$ cat config.mk
export PLATFORM = sky130hd
export DESIGN_NAME = mips_instr_mem_loader_flat
export DESIGN_NICKNAME = d
export VERILOG_FILES = /design/src/rtl/mips_instr_mem_loader_if.sv /design/src/rtl/mips_instr_mem_loader.sv /design/src/flat_wrapper.sv
export SDC_FILE = /design/constraint.sdc
export NUM_CORES = 2
export LEC_CHECK = 0
export CORE_ASPECT_RATIO = 2
export CORE_MARGIN = 8
export CORE_UTILIZATION = 25
export CTS_CLUSTER_SIZE = 24
export DETAILED_ROUTE_END_ITERATION = 10
export GPL_ROUTABILITY_DRIVEN = 0
export GPL_TIMING_DRIVEN = 0
export PLACE_DENSITY_LB_ADDON = 0.05
export SLEW_MARGIN = 20
export SYNTH_ARGS = -nofsm -noshare
export SYNTH_HDL_FRONTEND = slang
export SYNTH_SLANG_ARGS = --single-unit
$ cat constraint.sdc
create_clock -name clk -period 11.6 [get_ports clk]
set_input_delay 2.9 -clock clk [delete_from_list [all_inputs] [get_ports clk]]
set_output_delay 2.9 -clock clk [all_outputs]
set_load 0.005 [all_outputs]
$ cat src/rtl/mips_instr_mem_loader_if.sv
// Load-port and instruction-fetch signal bundle between the loader/CPU side and the memory responder.
// The master side streams words and issues fetches. The slave side accepts loads and answers fetches.
interface mips_instr_mem_loader_if #(
    parameter int LOAD_CNT_W = 7
);
    logic                  clk_enable;
    logic                  load_valid;
    logic                  load_ready;
    logic [31:0]           load_word;
    logic                  load_last;
    logic                  loaded;
    logic [LOAD_CNT_W-1:0] load_count;
    logic [31:0]           instr_address;
    logic [31:0]           instr_readdata;
    logic                  active;
    logic                  addr_fault;
    logic                  done;
    logic [31:0]           fetch_count;

    modport master (
        output clk_enable, load_valid, load_word, load_last, instr_address, active,
        input  load_ready, loaded, load_count, instr_readdata, addr_fault, done, fetch_count
    );

    modport slave (
        input  clk_enable, load_valid, load_word, load_last, instr_address, active,
        output load_ready, loaded, load_count, instr_readdata, addr_fault, done, fetch_count
    );
endinterface

$ cat src/rtl/mips_instr_mem_loader.sv
// Instruction memory: streams a program in, then serves byte-swapped words to the CPU and watches for halt.
// Latency: load takes one word per cycle; a fetch returns in zero cycles; the flags and fetch_count update one edge later.
// Backpressure: load_ready is high for the whole LOAD state and drops for good once the last or the DEPTH-th word is taken.
module mips_instr_mem_loader #(
    parameter int          DEPTH_WORDS = 64,
    parameter logic [31:0] BASE_ADDR   = 32'hBFC00000
) (
    input  logic                     clk,
    input  logic                     reset,
    mips_instr_mem_loader_if.slave   bus
);
    localparam int AW = $clog2(DEPTH_WORDS);
    localparam int CW = AW + 1;

    typedef enum logic {S_LOAD, S_RUN} state_t;

    state_t          state_q, state_d;
    logic [AW-1:0]   wr_ptr_q, wr_ptr_d;
    logic [CW-1:0]   load_count_q, load_count_d;
    logic            addr_fault_q, addr_fault_d;
    logic            done_q, done_d;
    logic [31:0]     fetch_count_q, fetch_count_d;
    logic [31:0]     mem_q [DEPTH_WORDS];

    logic            mem_we;
    logic [31:0]     offset;
    logic            fetch_ok;
    logic [31:0]     rd_word;

    // The index is masked by load_count, so a fetch never reaches stale words left from before a reset.
    always_comb begin
        offset   = bus.instr_address - BASE_ADDR;
        fetch_ok = (state_q == S_RUN) && (offset[1:0] == 2'b00) &&
                   ({2'b00, offset[31:2]} < 32'(load_count_q));
        rd_word  = mem_q[offset[AW+1:2]];
    end

    always_comb begin
        state_d       = state_q;
        wr_ptr_d      = wr_ptr_q;
        load_count_d  = load_count_q;
        addr_fault_d  = addr_fault_q;
        done_d        = done_q;
        fetch_count_d = fetch_count_q;
        mem_we        = 1'b0;

        case (state_q)
            S_LOAD: begin
                if (bus.load_valid) begin
                    mem_we       = !reset;
                    wr_ptr_d     = wr_ptr_q + 1'b1;
                    load_count_d = load_count_q + 1'b1;
                    if (bus.load_last || (wr_ptr_q == AW'(DEPTH_WORDS - 1)))
                        state_d = S_RUN;
                end
            end
            S_RUN: begin
                if (!fetch_ok && (bus.instr_address != 32'd0) && bus.active)
                    addr_fault_d = 1'b1;
                if ((bus.instr_address == 32'd0) && !bus.active)
                    done_d = 1'b1;
                if (fetch_ok && bus.active && bus.clk_enable && !done_q)
                    fetch_count_d = fetch_count_q + 32'd1;
            end
            default: state_d = S_LOAD;
        endcase
    end

    always_ff @(posedge clk) begin
        if (reset) begin
            state_q       <= S_LOAD;
            wr_ptr_q      <= '0;
            load_count_q  <= '0;
            addr_fault_q  <= 1'b0;
            done_q        <= 1'b0;
            fetch_count_q <= 32'd0;
        end else begin
            state_q       <= state_d;
            wr_ptr_q      <= wr_ptr_d;
            load_count_q  <= load_count_d;
            addr_fault_q  <= addr_fault_d;
            done_q        <= done_d;
            fetch_count_q <= fetch_count_d;
        end
    end

    always_ff @(posedge clk) begin
        if (mem_we)
            mem_q[wr_ptr_q] <= bus.load_word;
    end

    assign bus.load_ready     = (state_q == S_LOAD);
    assign bus.loaded         = (state_q == S_RUN);
    assign bus.load_count     = load_count_q;
    assign bus.addr_fault     = addr_fault_q;
    assign bus.done           = done_q;
    assign bus.fetch_count    = fetch_count_q;
    assign bus.instr_readdata = fetch_ok ? {rd_word[7:0], rd_word[15:8], rd_word[23:16], rd_word[31:24]}
                                         : 32'h0000_0000;
endmodule

$ cat src/flat_wrapper.sv
// flat-port wrapper written by rule: the top's interface ports become plain ports
module mips_instr_mem_loader_flat 
#(
    parameter int          DEPTH_WORDS = 64,
    parameter logic [31:0] BASE_ADDR   = 32'hBFC00000
)
  (clk, reset, bus_clk_enable, bus_load_valid, bus_load_word, bus_load_last, bus_instr_address, bus_active, bus_load_ready, bus_loaded, bus_load_count, bus_instr_readdata, bus_addr_fault, bus_done, bus_fetch_count);
  mips_instr_mem_loader_if #(.LOAD_CNT_W(7)) bus_i ();
  input  logic clk;
  input  logic reset;
  input wire logic [$bits(bus_i.clk_enable)-1:0] bus_clk_enable;
  input wire logic [$bits(bus_i.load_valid)-1:0] bus_load_valid;
  input wire logic [$bits(bus_i.load_word)-1:0] bus_load_word;
  input wire logic [$bits(bus_i.load_last)-1:0] bus_load_last;
  input wire logic [$bits(bus_i.instr_address)-1:0] bus_instr_address;
  input wire logic [$bits(bus_i.active)-1:0] bus_active;
  output wire logic [$bits(bus_i.load_ready)-1:0] bus_load_ready;
  output wire logic [$bits(bus_i.loaded)-1:0] bus_loaded;
  output wire logic [$bits(bus_i.load_count)-1:0] bus_load_count;
  output wire logic [$bits(bus_i.instr_readdata)-1:0] bus_instr_readdata;
  output wire logic [$bits(bus_i.addr_fault)-1:0] bus_addr_fault;
  output wire logic [$bits(bus_i.done)-1:0] bus_done;
  output wire logic [$bits(bus_i.fetch_count)-1:0] bus_fetch_count;
  assign bus_i.clk_enable = bus_clk_enable;
  assign bus_i.load_valid = bus_load_valid;
  assign bus_i.load_word = bus_load_word;
  assign bus_i.load_last = bus_load_last;
  assign bus_i.instr_address = bus_instr_address;
  assign bus_i.active = bus_active;
  assign bus_load_ready = bus_i.load_ready;
  assign bus_loaded = bus_i.loaded;
  assign bus_load_count = bus_i.load_count;
  assign bus_instr_readdata = bus_i.instr_readdata;
  assign bus_addr_fault = bus_i.addr_fault;
  assign bus_done = bus_i.done;
  assign bus_fetch_count = bus_i.fetch_count;
  mips_instr_mem_loader #(.DEPTH_WORDS(DEPTH_WORDS), .BASE_ADDR(BASE_ADDR)) u_core (.clk(clk), .reset(reset), .bus(bus_i));
endmodule
==> flow_summary_export.csv <==
group,metric,value,unit
layout,area_growth,23.2,%
place,dpl.cell_count,8395,
logic_synthesis,yosys_warnings,0,
timing,fmax,87.2,MHz
place,numPortBuffers,142,
timing,fin_crit_sh,0.988,
worst_setup_path,slowest_delay,1.02,ns
cts,cts_resized,5,
layout,fin_area,0.0997,mm²
floorplan,fp.dieH,820,µm
floorplan,rows,295,
timing,maxSlewViolCount,0,
logic_synthesis,synth_edf_count,2048,
logic_synthesis,synth_top_cell_area_share,0.760,
logic_synthesis,yosysMostFrequentCell,"edfxtp_1",
power_and_ir_drop,pwr_density_cell,162,mW/mm²
layout,finalNonFillerCells,8773,
floorplan,dieArea,0.343,mm²
timing,finalSetupViolations,0,
floorplan,core_area,0.322,mm²
routing,drt_iter0_drc,4190,
global_routing,antenna_found_initial,29,
logic_synthesis,seq_area_frac_synth,0.772,
worst_hold_path,hold_class,"reg -> reg",
cts,htree_num_levels,4,
worst_setup_path,arrival,8.56,ns
place,place_area,0.0932,mm²
global_routing,grt_overflow,0,
logic_synthesis,synth-seq-cells,2096,
routing,drt_wl_total,367000,µm
timing,tns,0,ns
routing,drtAntennaViolNets,0,
floorplan,fp.dieW,418,µm
timing,final-hold-violation-count,0,
floorplan,start_util,0.251,
worst_setup_path,critical_path.top_delay_family,"buffers and inverters",
timing,period_minus_slack,11.46,ns
routing,firstDrtPassIters,7,
cts,clk_latency,0.93,ns
layout,nFillCells,30900,
cts,root_buffer,"clkbuf_16",
global_routing,grt_max_degree,65,
cts,cts_buffer_depth,4,
floorplan,pin_count,145,
layout,multi_input_area,0.0178,mm²
logic_synthesis,syn-instance-count,3706,
cts,hold_buffers,0,
logic_synthesis,synth.distinct_cells,70,
cts,path_clk_slew,0.07,ns
routing,wl_per_cell,41.8,µm
worst_setup_path,cp-end-kind,"primary output",
worst_setup_path,crit_buf_inv,7,
worst_setup_path,crit_required,8.70,ns
run,max_cap_violations,0,
cts,post_cts_buffers,0,
logic_synthesis,synth_area_leaders,"edfxtp_1, mux4_2, mux2i_1, dfxtp_1, nor2_1",
global_routing,grt_pass1_vias,44300,
place,hpwl,265000,µm
outcome,status,"finished clean",
logic_synthesis,syn-num-nets,3785,
layout,fin_nets,4379,
timing,fin_worst_skew,0.0392,ns
worst_setup_path,crit_chain,"clkdlybuf4s50_1 > buf_4 > buf_4 > buf_2 > buf_4 > buf_2 > mux2i_1 > a21oi_1 > a21oi_1 > a311oi_1 > clkdlybuf4s50_1",
worst_setup_path,crit_fanout,10,
cts,clkSinkCount,2096,
power_and_ir_drop,ir_drop,0.110,mV
logic_synthesis,synthTopCellsByCount,"edfxtp_1, mux4_2, nor2_1",
layout,drive_gt1_frac,0.298,
worst_setup_path,critPathSlowestCell,"a311oi_1",
timing,rsz0062_at_grt,"false",
layout,regArea,0.0625,mm²
cts,cts_tree,"built",
worst_setup_path,path_class,"in -> out",
logic_synthesis,synth_flop_cell,"edfxtp_1",
routing,num_vias,42200,
logic_synthesis,postSynthAreaPerCell,21.8,µm²
cts,cts_buffers,210,
logic_synthesis,synth_top_area_cell,"edfxtp_1",
worst_setup_path,cp-start-kind,"input port",
global_routing,grt_pass1_wl,473000,µm
timing,relSlewSlack,0.110,
logic_synthesis,async_flop_share,0,
global_routing,grt_usage,0.210,
timing,tightest_slew,1.32,ns
routing,drc_errors,0,
worst_setup_path,crit_top_cell,"buf_4",
routing,vias_per_cell,4.82,
power_and_ir_drop,p_leak,30.8,nW
logic_synthesis,syn_area,0.0809,mm²
## sequential cells by signal, summed over array words and instances (netlist names)
name                    flops
u_core.bus.addr_fault       1
u_core.bus.done             1
u_core.wr_ptr_q             6
u_core.bus.load_count       7
u_core.mem_q             2048
u_core.bus.loaded           1
u_core.bus.fetch_count     32
## worst paths after layout
path / cells past startpoint / to / slack [ns] / start
max reg2reg: 10 / u_core.mem_q[47][25]$_DFFE_PP_ / 7.41 / u_core.wr_ptr_q[3]$_SDFFE_PP0P_
min: 2 / u_core.bus.fetch_count[19]$_SDFFE_PP0P_ / 0.50 / u_core.bus.fetch_count[19]$_SDFFE_PP0P_
max: 11 / bus_instr_readdata[19] / 0.14 / bus_instr_address[3]
min reg2reg: 2 / u_core.bus.fetch_count[19]$_SDFFE_PP0P_ / 0.50 / u_core.bus.fetch_count[19]$_SDFFE_PP0P_
## routing by layer
layer  global-route usage  vias to the layer above  part of all wire
met5                    0                        -          0.000074
li1                     -                    16800                 -
met2                0.414                     1236              0.57
met1                0.229                    23700              0.36
met4               0.0757                        4             0.041
met3               0.0224                      438             0.036
## tightest hold or removal path: cells and delay by family, from the launching register on
kind           cells  cell delay [ns]
flip-flops         1             0.33
AO/OA/AOI/OAI      2             0.13
## power by group
part / total (mW) / internal, mW / switching, mW
Clock: 6.79 / 3.71 / 3.07
Sequential: 8.32 / 8.31 / 0.00501
Combinational: 1.01 / 0.314 / 0.694
## final cells by class
cell class	count	area share
antenna	6	0.000151
buffer	201	0.0111
clock buffer	267	0.0559
clock inverter	106	0.00886
inverter	17	0.000653
multi-input combinational	1391	0.179
sequential	2096	0.627
tap	4306	0.0541
timing repair buffer	383	0.0635
## cell families after synthesis
family,count (synthesis),synth area share
flops,2096,0.772
compound gates,295,0.0252
fa+ha+maj,9,0.00139
xor+xnor,31,0.00336
buf+inv,219,0.0136
simple gates,409,0.0240
mux,647,0.160
## per-stage QoR
| step | setup slack, ns | hold WS [ns] | power [mW] | utilization |
|---|---|---|---|---|
| final | 0.135 | 0.500 | 16.1 | 0.309 |
| after global routing | 0.0860 | 0.532 | 16.5 | 0.309 |
| after CTS | 0.0409 | 0.504 | 16.3 | 0.309 |
| after detailed placement | -0.529 | 0.494 | 9.52 | 0.289 |
| after floorplan | 3.88 | 0.460 | 8.87 | - |
| after global placement | -4.09 | 0.485 | 9.48 | 0.272 |
## cells in the final DEF (no fill, tap or decap), types with 49 or more instances in the layout
cell,synthesis,final
a21oi_1,51,51
a22oi_1,51,51
buf_12,0,130
buf_16,0,76
buf_2,69,89
buf_4,36,87
clkbuf_1,71,75
clkbuf_16,0,213
clkdlybuf4s50_1,0,110
clkinv_1,2,49
edfxtp_1,2048,2048
mux2i_1,122,121
mux4_2,517,517
nand2_1,107,107
nor2_1,146,82
nor2_4,0,62
No activity file was read; power rests on OpenSTA's default activity.
